File: config.mk
export PLATFORM = sky130hd
export DESIGN_NAME = pw_digit_store_flat
export DESIGN_NICKNAME = d
export VERILOG_FILES = /design/src/rtl/pw_digit_store_if.sv /design/src/rtl/pw_digit_store.sv /design/src/flat_wrapper.sv
export SDC_FILE = /design/constraint.sdc
export NUM_CORES = 1
export LEC_CHECK = 0
export CORE_MARGIN = 5
export CORE_UTILIZATION = 47
export CTS_CLUSTER_DIAMETER = 30
export CTS_CLUSTER_SIZE = 25
export DETAILED_ROUTE_END_ITERATION = 16
export GPL_TIMING_DRIVEN = 0
export PLACE_DENSITY = 0.86
export REMOVE_ABC_BUFFERS = 1
export SLEW_MARGIN = 20
export SYNTH_ARGS = -nofsm -noshare
export SYNTH_HDL_FRONTEND = slang
export SYNTH_SLANG_ARGS = --single-unit
export TNS_END_PERCENT = 20
File: constraint.sdc
create_clock -name clk -period 2.5 [get_ports clk]
set_clock_uncertainty 0.2 [all_clocks]
set_input_delay 0.5 -clock clk [delete_from_list [all_inputs] [get_ports clk]]
set_output_delay 0.5 -clock clk [all_outputs]
set_load 0.02 [all_outputs]
File: src/rtl/pw_digit_store_if.sv
// Keypad-side and status signals of the password digit store, bundled so the
// store and its driver share one definition of widths and directions.
interface pw_digit_store_if #(
  parameter int DIGITS    = 4,
  parameter int DIGIT_W   = 4,
  parameter int MAX_TRIES = 3
) ();
  logic [DIGIT_W-1:0]             hex_in;
  logic                           is_guessing_pw;
  logic                           enter;
  logic                           clear;
  logic [DIGITS*DIGIT_W-1:0]      guess_pw;
  logic [DIGITS*DIGIT_W-1:0]      actual_pw;
  logic                           pw_set;
  logic                           match;
  logic                           fail;
  logic                           locked;
  logic [$clog2(MAX_TRIES+1)-1:0] tries;

  modport master (
    output hex_in, is_guessing_pw, enter, clear,
    input  guess_pw, actual_pw, pw_set, match, fail, locked, tries
  );

  modport slave (
    input  hex_in, is_guessing_pw, enter, clear,
    output guess_pw, actual_pw, pw_set, match, fail, locked, tries
  );
endinterface

File: src/rtl/pw_digit_store.sv
// Keypad digit store: collects a password and guesses digit by digit, compares
// completed guesses, and locks the keypad after too many consecutive failures.
module pw_digit_store #(
  parameter int DIGITS      = 4,
  parameter int DIGIT_W     = 4,
  parameter int MAX_TRIES   = 3,
  parameter int LOCK_CYCLES = 8
) (
  input  logic            clk,
  input  logic            reset,
  pw_digit_store_if.slave bus
);
  localparam int BUF_W = DIGITS * DIGIT_W;
  localparam int CNT_W = $clog2(DIGITS + 1);
  localparam int TRY_W = $clog2(MAX_TRIES + 1);
  localparam int TMR_W = $clog2(LOCK_CYCLES + 1);

  localparam logic [CNT_W-1:0] CNT_FULL = CNT_W'(DIGITS);
  localparam logic [TRY_W-1:0] TRY_MAX  = TRY_W'(MAX_TRIES);
  localparam logic [TMR_W-1:0] TMR_LOAD = TMR_W'(LOCK_CYCLES);

  logic [BUF_W-1:0] guess_q, guess_d, actual_q, actual_d;
  logic [CNT_W-1:0] g_cnt_q, g_cnt_d, p_cnt_q, p_cnt_d;
  logic [TRY_W-1:0] tries_q, tries_d;
  logic [TMR_W-1:0] lock_tmr_q, lock_tmr_d;
  logic             pw_set_q, pw_set_d, match_q, match_d, fail_q, fail_d;
  logic             locked_q, locked_d, enter_q, mode_q, armed_q, armed_d;

  logic guess_mode, key_press, mode_chg, cmp_pend, accept;

  assign guess_mode = bus.is_guessing_pw;
  // armed_q keeps an enter held across reset release from counting as a press.
  assign key_press  = bus.enter & ~enter_q & armed_q;
  assign mode_chg   = guess_mode != mode_q;
  assign cmp_pend   = g_cnt_q == CNT_FULL;
  assign accept     = key_press & ~bus.clear & ~mode_chg & ~locked_q & ~cmp_pend
                      & (~guess_mode | pw_set_q);

  // NOTE: every always_comb target gets a default first, so no latch is inferred.
  always_comb begin
    guess_d    = guess_q;
    actual_d   = actual_q;
    g_cnt_d    = g_cnt_q;
    p_cnt_d    = p_cnt_q;
    pw_set_d   = pw_set_q;
    tries_d    = tries_q;
    lock_tmr_d = lock_tmr_q;
    locked_d   = locked_q;
    match_d    = 1'b0;
    fail_d     = 1'b0;
    armed_d    = armed_q | ~bus.enter;

    if (cmp_pend) begin
      g_cnt_d = '0;
      if (guess_q == actual_q) begin
        match_d = 1'b1;
        tries_d = '0;
      end else begin
        fail_d = 1'b1;
        if (tries_q != TRY_MAX) tries_d = tries_q + 1'b1;
      end
    end

    if (accept && guess_mode) begin
      guess_d = (guess_q << DIGIT_W) | BUF_W'(bus.hex_in);
      g_cnt_d = g_cnt_q + 1'b1;
    end
    if ((guess_mode && bus.clear) || mode_chg) g_cnt_d = '0;

    if (accept && !guess_mode) begin
      actual_d = (actual_q << DIGIT_W) | BUF_W'(bus.hex_in);
      p_cnt_d  = (p_cnt_q == CNT_FULL) ? CNT_W'(1) : p_cnt_q + 1'b1;
      pw_set_d = 1'b0;
    end else if (p_cnt_q == CNT_FULL) begin
      pw_set_d = 1'b1;
    end
    if (!guess_mode && bus.clear) p_cnt_d = '0;
    // A started but unfinished password entry is abandoned on a mode switch.
    if (mode_chg && p_cnt_q != '0 && p_cnt_q != CNT_FULL) begin
      p_cnt_d  = '0;
      pw_set_d = 1'b0;
    end

    if (locked_q) begin
      if (lock_tmr_q == TMR_W'(1)) begin
        locked_d   = 1'b0;
        lock_tmr_d = '0;
        tries_d    = '0;
      end else begin
        lock_tmr_d = lock_tmr_q - 1'b1;
      end
    end else if (fail_q && tries_q == TRY_MAX) begin
      locked_d   = 1'b1;
      lock_tmr_d = TMR_LOAD;
    end
  end

  // NOTE: sequential state uses non-blocking assignments only.
  always_ff @(posedge clk) begin
    if (reset) begin
      guess_q    <= '0;
      actual_q   <= '0;
      g_cnt_q    <= '0;
      p_cnt_q    <= '0;
      pw_set_q   <= 1'b0;
      match_q    <= 1'b0;
      fail_q     <= 1'b0;
      locked_q   <= 1'b0;
      tries_q    <= '0;
      lock_tmr_q <= '0;
      enter_q    <= 1'b0;
      mode_q     <= 1'b0;
      armed_q    <= 1'b0;
    end else begin
      guess_q    <= guess_d;
      actual_q   <= actual_d;
      g_cnt_q    <= g_cnt_d;
      p_cnt_q    <= p_cnt_d;
      pw_set_q   <= pw_set_d;
      match_q    <= match_d;
      fail_q     <= fail_d;
      locked_q   <= locked_d;
      tries_q    <= tries_d;
      lock_tmr_q <= lock_tmr_d;
      enter_q    <= bus.enter;
      mode_q     <= guess_mode;
      armed_q    <= armed_d;
    end
  end

  assign bus.guess_pw  = guess_q;
  assign bus.actual_pw = actual_q;
  assign bus.pw_set    = pw_set_q;
  assign bus.match     = match_q;
  assign bus.fail      = fail_q;
  assign bus.locked    = locked_q;
  assign bus.tries     = tries_q;
endmodule

File: src/flat_wrapper.sv
// flat-port wrapper written by rule: the top's interface ports become plain ports
module pw_digit_store_flat 
#(
  parameter int DIGITS      = 4,
  parameter int DIGIT_W     = 4,
  parameter int MAX_TRIES   = 3,
  parameter int LOCK_CYCLES = 8
)
  (clk, reset, bus_hex_in, bus_is_guessing_pw, bus_enter, bus_clear, bus_guess_pw, bus_actual_pw, bus_pw_set, bus_match, bus_fail, bus_locked, bus_tries);
  pw_digit_store_if #(.DIGITS(DIGITS), .DIGIT_W(DIGIT_W), .MAX_TRIES(MAX_TRIES)) bus_i ();
  input  logic clk;
  input  logic reset;
  input wire logic [$bits(bus_i.hex_in)-1:0] bus_hex_in;
  input wire logic [$bits(bus_i.is_guessing_pw)-1:0] bus_is_guessing_pw;
  input wire logic [$bits(bus_i.enter)-1:0] bus_enter;
  input wire logic [$bits(bus_i.clear)-1:0] bus_clear;
  output wire logic [$bits(bus_i.guess_pw)-1:0] bus_guess_pw;
  output wire logic [$bits(bus_i.actual_pw)-1:0] bus_actual_pw;
  output wire logic [$bits(bus_i.pw_set)-1:0] bus_pw_set;
  output wire logic [$bits(bus_i.match)-1:0] bus_match;
  output wire logic [$bits(bus_i.fail)-1:0] bus_fail;
  output wire logic [$bits(bus_i.locked)-1:0] bus_locked;
  output wire logic [$bits(bus_i.tries)-1:0] bus_tries;
  assign bus_i.hex_in = bus_hex_in;
  assign bus_i.is_guessing_pw = bus_is_guessing_pw;
  assign bus_i.enter = bus_enter;
  assign bus_i.clear = bus_clear;
  assign bus_guess_pw = bus_i.guess_pw;
  assign bus_actual_pw = bus_i.actual_pw;
  assign bus_pw_set = bus_i.pw_set;
  assign bus_match = bus_i.match;
  assign bus_fail = bus_i.fail;
  assign bus_locked = bus_i.locked;
  assign bus_tries = bus_i.tries;
  pw_digit_store #(.DIGITS(DIGITS), .DIGIT_W(DIGIT_W), .MAX_TRIES(MAX_TRIES), .LOCK_CYCLES(LOCK_CYCLES)) u_core (.clk(clk), .reset(reset), .bus(bus_i));
endmodule
==> results.md, run 1 <==
- CTS buffer count: 5
- Detail Placement HPWL: 3340 um
- CP bufs+invs: 1
- CORE AREA: 4440 um^2
- Post-synthesis instance total: 244
- Worst-Skew Late Latency: 0.30 ns
- Yosys top cell area share: 0.466
- Synth Flop Type: dfxtp_1
- Post-Synth Adder-Cell Area: 0.0343
- Worst-case clock buffer depth: 2
- # setup viols final: 0
- Synth Register Bits: 51
- DP Worst Slack: -0.422 ns
- Hold path depth: 2
- Launch point of the worst hold path: u_core.armed_q
- WS Path Type: in -> reg
- Pwr Density: 469 nW/um^2
- WHS Endpoint: u_core.armed_q
- Initial DRC count: 113
- Nets: 303
- First-pass GRT wire length: 7820 um
- Max-cap violations: 0
- DRC: 0
- Post-CTS setup buffers: 0
- Clk root buf: clkbuf_8
- Outcome: complete, no violations
- Most common cell in the netlist: dfxtp_1
- Crit-path max FO: 22
- Row Count: 24
- Final Wtd Congestion: 0.758
- Syn Area/Cell: 8.97 um^2
- Arr. time, crit path: 2.40 ns
- Routed WL: 4740 um
- Die Height: 78.3 um
- GRT Util Overall: 0.160
- Crit path cell chain: clkdlybuf4s50_1 -> nor3b_2 -> nand3_4 -> or3b_1 -> a21oi_1
- Minimum clock period: 2.37 ns
- Total grt overflow: 0
- Pleak: 1.05 nW
- Worst Setup Start Kind: input port
- First-pass DRT Iterations: 4
- # resized after CTS: 2
- Synth Area in XOR/XNOR: 0.0680
- Critical Path End Type: register
- Hold WC Path Type: reg -> reg
- RSZ-0062 raised after global routing: true
- Slew headroom: 0.526
- Drt wl/cell: 14.0 um
- Htree depth: 2
- Post-synthesis compound-gate area fraction: 0.104
- Hold buffers post-CTS: 0
- Vias in the first global route: 1680
- Worst-path clk slew: 0.08 ns
- Die ar.: 6120 um^2
- Area after DPL: 2680 um^2
- Slew at the pin with the worst max-slew slack: 0.705 ns
- # port buffers: 46
- Via count: 1811
- Simple-Gate Fraction of Synth Area: 0.198
- Pin count of the biggest net entering global routing: 41
- R2r startpoint: u_core.g_cnt_q[0]
- Setup crit start: bus_clear
- CTS tree: done
- Layout Utilization: 0.626
- Critical Path RT: 2.53 ns
- DR vias/cell: 5.34
- Chip width: 78.3 um
- Sequential area share after synthesis: 0.466
- Clk sinks: 51
- Layout cells sized above 1: 0.0557
- Final WS setup: 0.134 ns
- Initial antenna violation count: 0
- Fmax: 423 MHz
- Final Max Slew Viols: 0
- Commonest cells in the synthesized netlist: dfxtp_1, nand2_1, nor2_1, a21oi_1, mux2i_1
- Largest family of logic cells by synthesized area: simple AND/OR/NAND/NOR gates
- Worst R2R End: u_core.p_cnt_q[2]
- CP delay by family, top: simple AND/OR/NAND/NOR gates
- Ys async rst share: 0
- Post-Layout Inst Area: 2780 um^2
- Number of synthesized flops with an enable pin: 0
- Period utilization: 0.946
- Maximum vdd drop: 0.308 mV
- Synth-to-layout area growth: 27.0%
- Antenna Cells: 0
- Yosys top cell by area: dfxtp_1
- Mux contribution to synthesized area: 0.0891
- Initial Util: 0.493
- Delay of the slowest critical-path stage: 0.48 ns
- Top Ports: 47
- Critical Path Slowest Stage Cell: clkdlybuf4s50_1
- Worst R2R Path Depth: 6
- R2R Setup Slk: 0.22 ns
- ANT nets after route: 0
- Synth unique cells: 41
- Mapped Area: 2190 um^2
- Synth warn: 0
- Final hold vios: 0
- Top cells by area, synth: dfxtp_1, mux2i_1, nand2_1
-- placed cells by master (no fill, tap or decap), types with 4 or more instances in the layout --
cell              n
nor2b_1           4
o21ai_0           4
clkbuf_8          5
clkdlybuf4s50_1  45
inv_1            10
ha_1              6
mux2i_1          18
a21oi_1          23
nand2_1          40
nand4_1           4
dfxtp_1          51
xnor2_1          17
nor2_1           26
-- area by class of cell --
| cell class | instances | area (um^2) |
|---|---|---|
| clock buffers | 6 | 72.6 |
| flip-flops and latches | 51 | 1020 |
| repair buffers | 47 | 475 |
| multi-input cells | 173 | 1110 |
| inverters | 10 | 37.5 |
| fillers | 387 | 1660 |
| well taps | 52 | 65.1 |
-- worst max path at each step --
stage	cells past startpoint	slack, ns	endpoint
after floorplan	6	0.03	u_core.p_cnt_q[2]
after CTS	5	0.02	u_core.p_cnt_q[2]
after global placement	5	-0.78	u_core.p_cnt_q[2]
after global routing	5	-0.003	u_core.p_cnt_q[2]
after detailed placement	5	-0.42	u_core.p_cnt_q[2]
final	5	0.13	u_core.p_cnt_q[2]
-- routing by layer --
metal	up-vias	wire (um)	track usage	share of wire
li1	905	-	-	-
met5	-	0	0	0
met3	11	232	0.0458	0.049
met2	50	2220	0.253	0.47
met4	0	131	0.0734	0.028
met1	845	2150	0.203	0.45
-- kinds of logic after synthesis --
family                     count (synthesis)
DFF                                       51
muxes                                     19
AOI/OAI and AO/OA                         39
adders and majority gates                  6
buffers and inverters                     20
and+or+nand+nor                           92
xor gates and xnor gates                  17
-- worst min-delay path: cells and delay by family, from the launching register on --
family                 cells  cell delay [ns]
buffers and inverters      1             0.04
AO/OA/AOI/OAI              1             0.06
flip-flops                 1             0.31
-- power breakdown --
group,total (W),internal [W],switching (W),leakage [nW]
logic,0.0000577,0.0000259,0.0000318,0.597
registers,0.000818,0.000815,0.00000326,0.412
clock network,0.000428,0.000187,0.000241,0.0371
-- registers in the layout, summed over array words and instances, names as in the netlist, 2 cells and up --
name / cells
u_core.bus.actual_pw: 16
u_core.lock_tmr_q: 4
u_core.bus.guess_pw: 16
u_core.p_cnt_q: 3
u_core.g_cnt_q: 3
u_core.bus.tries: 2
-- stage by stage --
| stage | total power, W | hold WS (ns) | setup TNS [ns] | std cells |
|---|---|---|---|---|
| 2_1_floorplan | 0.000857 | 0.218 | 0 | 234 |
| 3_3_place_gp | 0.000889 | 0.235 | -16.00 | 332 |
| 3_5_place_dp | 0.000893 | 0.252 | -6.67 | 333 |
| 4_1_cts | 0.00132 | 0.262 | 0 | 339 |
| 5_1_grt | 0.00136 | 0.281 | -0.00281 | 339 |
| 6_report | 0.00130 | 0.261 | 0 | 339 |
Power figures use the tool's default switching activity.
==> run 2, diff against run 1 <==
==> constraint.sdc (replaced) <==
create_clock -name clk -period 2.5 [get_ports clk]
set_clock_uncertainty 0.2 [all_clocks]
set_input_delay 0.375 -clock clk [delete_from_list [all_inputs] [get_ports clk]]
set_output_delay 0.375 -clock clk [all_outputs]
set_load 0.02 [all_outputs]
==> run 2 against run 1 <==
  * Via count fell by 0.77%
  * Clock power is essentially flat
  * Core utilization fell by 0.37 points
  * Final cell count did not move
==> results.md, run 2 (same netlist as run 1, synthesis figures left out) <==
- Initial Util: 0.493 (unchanged)
- Most common cell after layout, fill and taps aside: dfxtp_1 (unchanged)
- Worst-path clk slew: 0.08 ns (about the same)
- Worst-case clock buffer depth: 2 (unchanged)
- GRT Util Overall: 0.160 (about the same)
- Hold WC Path Type: in -> reg (was reg -> reg)
- Pin count of the biggest net entering global routing: 41 (unchanged)
- Total grt overflow: 0 (unchanged)
- Crit-path max FO: 22 (unchanged)
- Worst R2R End: u_core.g_cnt_q[0] (was u_core.p_cnt_q[2])
- Worst Setup Start Kind: input port (unchanged)
- Clk root buf: clkbuf_8 (unchanged)
- Htree depth: 2 (unchanged)
- Layout cells sized above 1: 0.0523 (was 0.0557)
- Post-Layout Inst Area: 2770 um^2 (was 2780 um^2)
- Hold buffers post-CTS: 0 (unchanged)
- Worst R2R Path Depth: 6 (unchanged)
- Final Max Slew Viols: 0 (unchanged)
- Area after DPL: 2680 um^2 (unchanged)
- DR vias/cell: 5.30 (was 5.34)
- Slew headroom: 0.525 (was 0.526)
- First-pass GRT wire length: 7800 um (was 7820 um)
- # setup viols final: 0 (unchanged)
- Via count: 1797 (was 1811)
- Detail Placement HPWL: 3340 um (unchanged)
- Final Wtd Congestion: 0.758 (unchanged)
- Total power: 0.00131 W (was 0.00130 W)
- Minimum clock period: 2.36 ns (was 2.37 ns)
- Launch point of the worst hold path: reset (was u_core.armed_q)
- DRC: 0 (unchanged)
- Chip width: 78.3 um (unchanged)
- Max-cap violations: 0 (unchanged)
- Nets: 303 (unchanged)
- Die Height: 78.3 um (unchanged)
- Synth-to-layout area growth: 26.3% (was 27.0%)
- First-pass DRT Iterations: 4 (unchanged)
- Drt wl/cell: 13.8 um (was 14.0 um)
- Pleak: 1.04 nW (was 1.05 nW)
- Most frequent cells in the layout: dfxtp_1, clkdlybuf4s50_1, nand2_1, nor2_1, a21oi_1 (unchanged)
- Fin cells: 339 (unchanged)
- ANT nets after route: 0 (unchanged)
- Final WS setup: 0.145 ns (was 0.134 ns)
- # port buffers: 46 (unchanged)
- Critical Path End Type: register (unchanged)
- Arr. time, crit path: 2.39 ns (was 2.40 ns)
- Clock power frac: 0.330 (was 0.328)
- Maximum vdd drop: 0.309 mV (was 0.308 mV)
- Period utilization: 0.942 (was 0.946)
- Hold path depth: 2 (unchanged)
- Initial DRC count: 111 (was 113)
- CORE AREA: 4440 um^2 (unchanged)
- Reg power frac: 0.627 (about the same)
- Vias in the first global route: 1680 (unchanged)
- Internal Pwr Total: 0.00103 W (about the same)
- Routed WL: 4680 um (was 4740 um)
- Slew at the pin with the worst max-slew slack: 0.706 ns (was 0.705 ns)
- Die ar.: 6120 um^2 (unchanged)
- Critical Path RT: 2.54 ns (was 2.53 ns)
- R2R Setup Slk: 0.18 ns (was 0.22 ns)
- CTS tree: done (unchanged)
- Worst-Skew Late Latency: 0.30 ns (about the same)
- Clk sinks: 51 (unchanged)
- Antenna Cells: 0 (unchanged)
- Fmax: 425 MHz (was 423 MHz)
- DP Worst Slack: -0.297 ns (was -0.422 ns)
- Sw power: 0.000278 W (was 0.000277 W)
- Layout Utilization: 0.622 (was 0.626)
- Top Ports: 47 (unchanged)
- Switch share: 0.213 (was 0.212)
- R2r startpoint: u_core.g_cnt_q[0] (unchanged)
- WS Path Type: in -> reg (unchanged)
- Combinational share of power: 0.043 (was 0.044)
- CTS buffer count: 5 (unchanged)
- Initial antenna violation count: 0 (unchanged)
- Pwr Density: 472 nW/um^2 (was 469 nW/um^2)
- Row Count: 24 (unchanged)
- RSZ-0062 raised after global routing: false (was true)
- DP Cell Count: 333 (unchanged)
- Final hold vios: 0 (unchanged)
- WHS Endpoint: u_core.lock_tmr_q[3] (was u_core.armed_q)
- Outcome: complete, no violations (unchanged)
[run 2: cell counts in the layout (fill, tap and decap cells not counted)]
No cell type changed its count.
[run 2: timing repair]
action	in CTS	in global routing
hold endpoints to repair	0	0
endpoints found under the setup margin	1	2
resized for setup	1	1
buffers inserted	0	0
[run 2: area by class of cell]
cell class / count / area, um^2
Fill cell: 390 / 1680
Multi-Input combinational cell: 173 / 1090
Sequential cell: 51 / 1020
Timing Repair Buffer: 47 / 475
Clock buffer: 6 / 72.6
Tap cell: 52 / 65.1
Inverter: 10 / 37.5
[run 2: worst max-delay path by stage]
stage | start | end | depth (start not counted)
after floorplan | u_core.g_cnt_q[0] | u_core.p_cnt_q[2] | 6
after global placement | bus_is_guessing_pw | u_core.p_cnt_q[2] | 5
after detailed placement | bus_is_guessing_pw | u_core.p_cnt_q[2] | 5
after CTS | u_core.g_cnt_q[0] | u_core.g_cnt_q[2] | 6
after global routing | bus_is_guessing_pw | u_core.p_cnt_q[2] | 5
final | bus_is_guessing_pw | u_core.p_cnt_q[2] | 5
[run 2: layer usage]
metal  GRT usage  up-vias  routed length (um)
li1            -      901                   -
met1       0.202      833                2120
met2       0.253       51                2180
met3      0.0458       12                 238
met4      0.0734        0                 139
met5           0        -                   0
[run 2: power by group through the flow]
stage          Clock [W]  Combinational, W  Sequential (W)
2_1_floorplan          0         0.0000197        0.000838
3_3_place_gp           0         0.0000517        0.000837
3_5_place_dp           0         0.0000552        0.000837
4_1_cts         0.000446         0.0000561        0.000818
5_1_grt         0.000474         0.0000608        0.000819
6_report        0.000431         0.0000560        0.000818
[run 2: metrics by stage]
| step | hold slack (ns) | TNS, ns |
|---|---|---|
| 6_report | 0.143 | 0 |
| 5_1_grt | 0.156 | 0 |
| 2_1_floorplan | 0.218 | 0 |
| 3_5_place_dp | 0.252 | -1.79 |
| 3_3_place_gp | 0.235 | -10.42 |
| 4_1_cts | 0.137 | 0 |
[run 2: worst max-delay path, stage by stage]
cell and delay, ns:
clkdlybuf4s50_1 0.53, nor4b_1 0.49, nand3_4 0.38, or3b_1 0.48, a21oi_1 0.14
==> run 3, diff against run 2 <==
--- a/config.mk
+++ b/config.mk
@@ -5,16 +5,18 @@
 export SDC_FILE = /design/constraint.sdc
 export NUM_CORES = 1
 export LEC_CHECK = 0
+export CELL_PAD_IN_SITES_DETAIL_PLACEMENT = 1
+export CELL_PAD_IN_SITES_GLOBAL_PLACEMENT = 2
 export CORE_MARGIN = 5
-export CORE_UTILIZATION = 47
+export CORE_UTILIZATION = 30
 export CTS_CLUSTER_DIAMETER = 30
 export CTS_CLUSTER_SIZE = 25
 export DETAILED_ROUTE_END_ITERATION = 16
 export GPL_TIMING_DRIVEN = 0
-export PLACE_DENSITY = 0.86
+export PLACE_DENSITY = 0.9
 export REMOVE_ABC_BUFFERS = 1
 export SLEW_MARGIN = 20
 export SYNTH_ARGS = -nofsm -noshare
 export SYNTH_HDL_FRONTEND = slang
 export SYNTH_SLANG_ARGS = --single-unit
-export TNS_END_PERCENT = 20
+export TNS_END_PERCENT = 1
==> run 3 against run 2 <==
  * Non-clock buffer count did not move
  * Global-route usage fell by 3.2 points
  * Die area rose by 49%
  * Setup slack improved by 0.0081 ns
  * Clock power rose by 16%
  * Count of clock-buffer cells in the layout fell by 1
  * Power rose by 5.4%
  * Critical path type is now reg -> reg
==> results.md, run 3 (same netlist as run 1, synthesis figures left out) <==
- Outcome: complete, no violations (unchanged)
- Vias in the first global route: 1854 (was 1680)
- Worst-Skew Late Latency: 0.31 ns (was 0.30 ns)
- Hold WC Path Type: in -> reg (unchanged)
- Pwr Density: 481 nW/um^2 (was 472 nW/um^2)
- Max-cap violations: 0 (unchanged)
- ANT nets after route: 0 (unchanged)
- DP Worst Slack: -0.393 ns (was -0.297 ns)
- Initial DRC count: 37 (was 111)
- Critical Path RT: 2.55 ns (was 2.54 ns)
- # port buffers: 46 (unchanged)
- DRC: 0 (unchanged)
- Routed WL: 5440 um (was 4680 um)
- Final hold vios: 0 (unchanged)
- Minimum clock period: 2.35 ns (was 2.36 ns)
- Layout Utilization: 0.398 (was 0.622)
- Most frequent cells in the layout: dfxtp_1, clkdlybuf4s50_1, nand2_1, nor2_1, a21oi_1 (unchanged)
- Maximum vdd drop: 0.181 mV (was 0.309 mV)
- Top Ports: 47 (unchanged)
- # setup viols final: 0 (unchanged)
- Crit-path max FO: 19 (was 22)
- Drt wl/cell: 14.0 um (was 13.8 um)
- Row Count: 31 (was 24)
- WHS Endpoint: u_core.bus.actual_pw[14] (was u_core.lock_tmr_q[3])
- Worst R2R End: u_core.g_cnt_q[2] (was u_core.g_cnt_q[0])
- Clk sinks: 51 (unchanged)
- Period utilization: 0.939 (was 0.942)
- R2r startpoint: u_core.g_cnt_q[0] (unchanged)
- Critical Path End Type: register (unchanged)
- WS Path Type: reg -> reg (was in -> reg)
- R2R Setup Slk: 0.15 ns (was 0.18 ns)
- DR vias/cell: 4.69 (was 5.30)
- CTS buffer count: 5 (unchanged)
- Chip width: 95.4 um (was 78.3 um)
- GRT Util Overall: 0.128 (was 0.160)
- RSZ-0062 raised after global routing: false (unchanged)
- Most common cell after layout, fill and taps aside: dfxtp_1 (unchanged)
- Die ar.: 9110 um^2 (was 6120 um^2)
- Worst-case clock buffer depth: 2 (unchanged)
- Arr. time, crit path: 2.39 ns (about the same)
- CORE AREA: 7180 um^2 (was 4440 um^2)
- CTS tree: done (unchanged)
- Slew headroom: 0.453 (was 0.525)
- First-pass DRT Iterations: 4 (unchanged)
- Final Wtd Congestion: 0.720 (was 0.758)
- Total grt overflow: 0 (unchanged)
- Via count: 1818 (was 1797)
- Initial antenna violation count: 0 (unchanged)
- Worst Setup Start Kind: register (was input port)
- Fin cells: 388 (was 339)
- Worst R2R Path Depth: 6 (unchanged)
- Pin count of the biggest net entering global routing: 32 (was 41)
- Setup total negative slack: 0 ns (unchanged)
- Hold path depth: 2 (unchanged)
- Slew at the pin with the worst max-slew slack: 0.812 ns (was 0.706 ns)
- Synth-to-layout area growth: 30.6% (was 26.3%)
- Pleak: 1.05 nW (was 1.04 nW)
- Die Height: 95.4 um (was 78.3 um)
- Final WS setup: 0.153 ns (was 0.145 ns)
- Initial Util: 0.305 (was 0.493)
- Detail Placement HPWL: 3920 um (was 3340 um)
- Launch point of the worst hold path: reset (unchanged)
- Final Max Slew Viols: 0 (unchanged)
- First-pass GRT wire length: 9050 um (was 7800 um)
- Antenna Cells: 0 (unchanged)
- Fmax: 426 MHz (was 425 MHz)
- Nets: 303 (unchanged)
- Clk root buf: clkbuf_8 (unchanged)
- Htree depth: 2 (unchanged)
- Post-CTS setup buffers: 0 (unchanged)
- Worst-path clk slew: 0.10 ns (was 0.08 ns)
- Area after DPL: 2740 um^2 (was 2680 um^2)
- Layout cells sized above 1: 0.0657 (was 0.0523)
- Post-Layout Inst Area: 2860 um^2 (was 2770 um^2)
- DP Cell Count: 380 (was 333)
==> run 3: cell count changes in the layout (fill, tap and decap cells not counted), sizes merged <==
cell and change:
inv +1, clkinv +1, clkinvlp +1, clkbuf -1
==> run 3: layout make-up <==
class,instances,area (um^2)
clock buffers,5,68.8
clock inverters,3,23.8
fillers,859,4320
inverters,10,37.5
multi-input cells,173,1110
flip-flops and latches,51,1020
well taps,99,124
repair buffers,47,475
==> run 3: worst max path at each step <==
stage                     slack (ns)  cells past startpoint                from                end
final                           0.15                      6   u_core.g_cnt_q[0]  u_core.g_cnt_q[2]
after global routing           0.009                      6   u_core.g_cnt_q[0]  u_core.g_cnt_q[2]
after CTS                       0.06                      6   u_core.g_cnt_q[0]  u_core.g_cnt_q[0]
after detailed placement       -0.39                      5  bus_is_guessing_pw  u_core.p_cnt_q[2]
after global placement         -0.75                      5  bus_is_guessing_pw  u_core.p_cnt_q[2]
after floorplan                 0.03                      6   u_core.g_cnt_q[0]  u_core.p_cnt_q[2]
==> run 3: worst max-delay path: stages, from the launching register on <==
cell and delay (ns):
dfxtp_1 0.39, inv_1 0.06, ha_1 0.23, nand2_1 0.35, and4_2 0.59, mux2_4 0.34
o21ai_2 0.12
==> run 3: metal layers <==
| layer | global-route usage | wire length (um) | up-vias |
|---|---|---|---|
| met5 | 0 | 0 | - |
| met4 | 0.0391 | 65 | 0 |
| met3 | 0.0260 | 191 | 7 |
| met2 | 0.212 | 2560 | 34 |
| met1 | 0.168 | 2620 | 866 |
| li1 | - | - | 911 |
==> run 3: repair_timing <==
item,CTS,global route
endpoints found under the setup margin,2,2
cloned,0,0
hold buffers,0,0
gates resized for setup,2,2
endpoints found under the hold margin,0,0
pin swaps,0,0
==> run 3: through the flow <==
stage               hold slack [ns]  power, W
CTS                           0.240   0.00140
global route                  0.239   0.00144
detailed placement            0.242  0.000894
floorplan                     0.218  0.000857
finish                        0.240   0.00138
global placement              0.234  0.000891
==> run 3: report_power, final <==
group          internal [W]  switching, W  leakage (nW)
Clock              0.000203      0.000296        0.0461
Combinational     0.0000258     0.0000323         0.596
Sequential         0.000816    0.00000342         0.412
Total               0.00104      0.000332          1.05
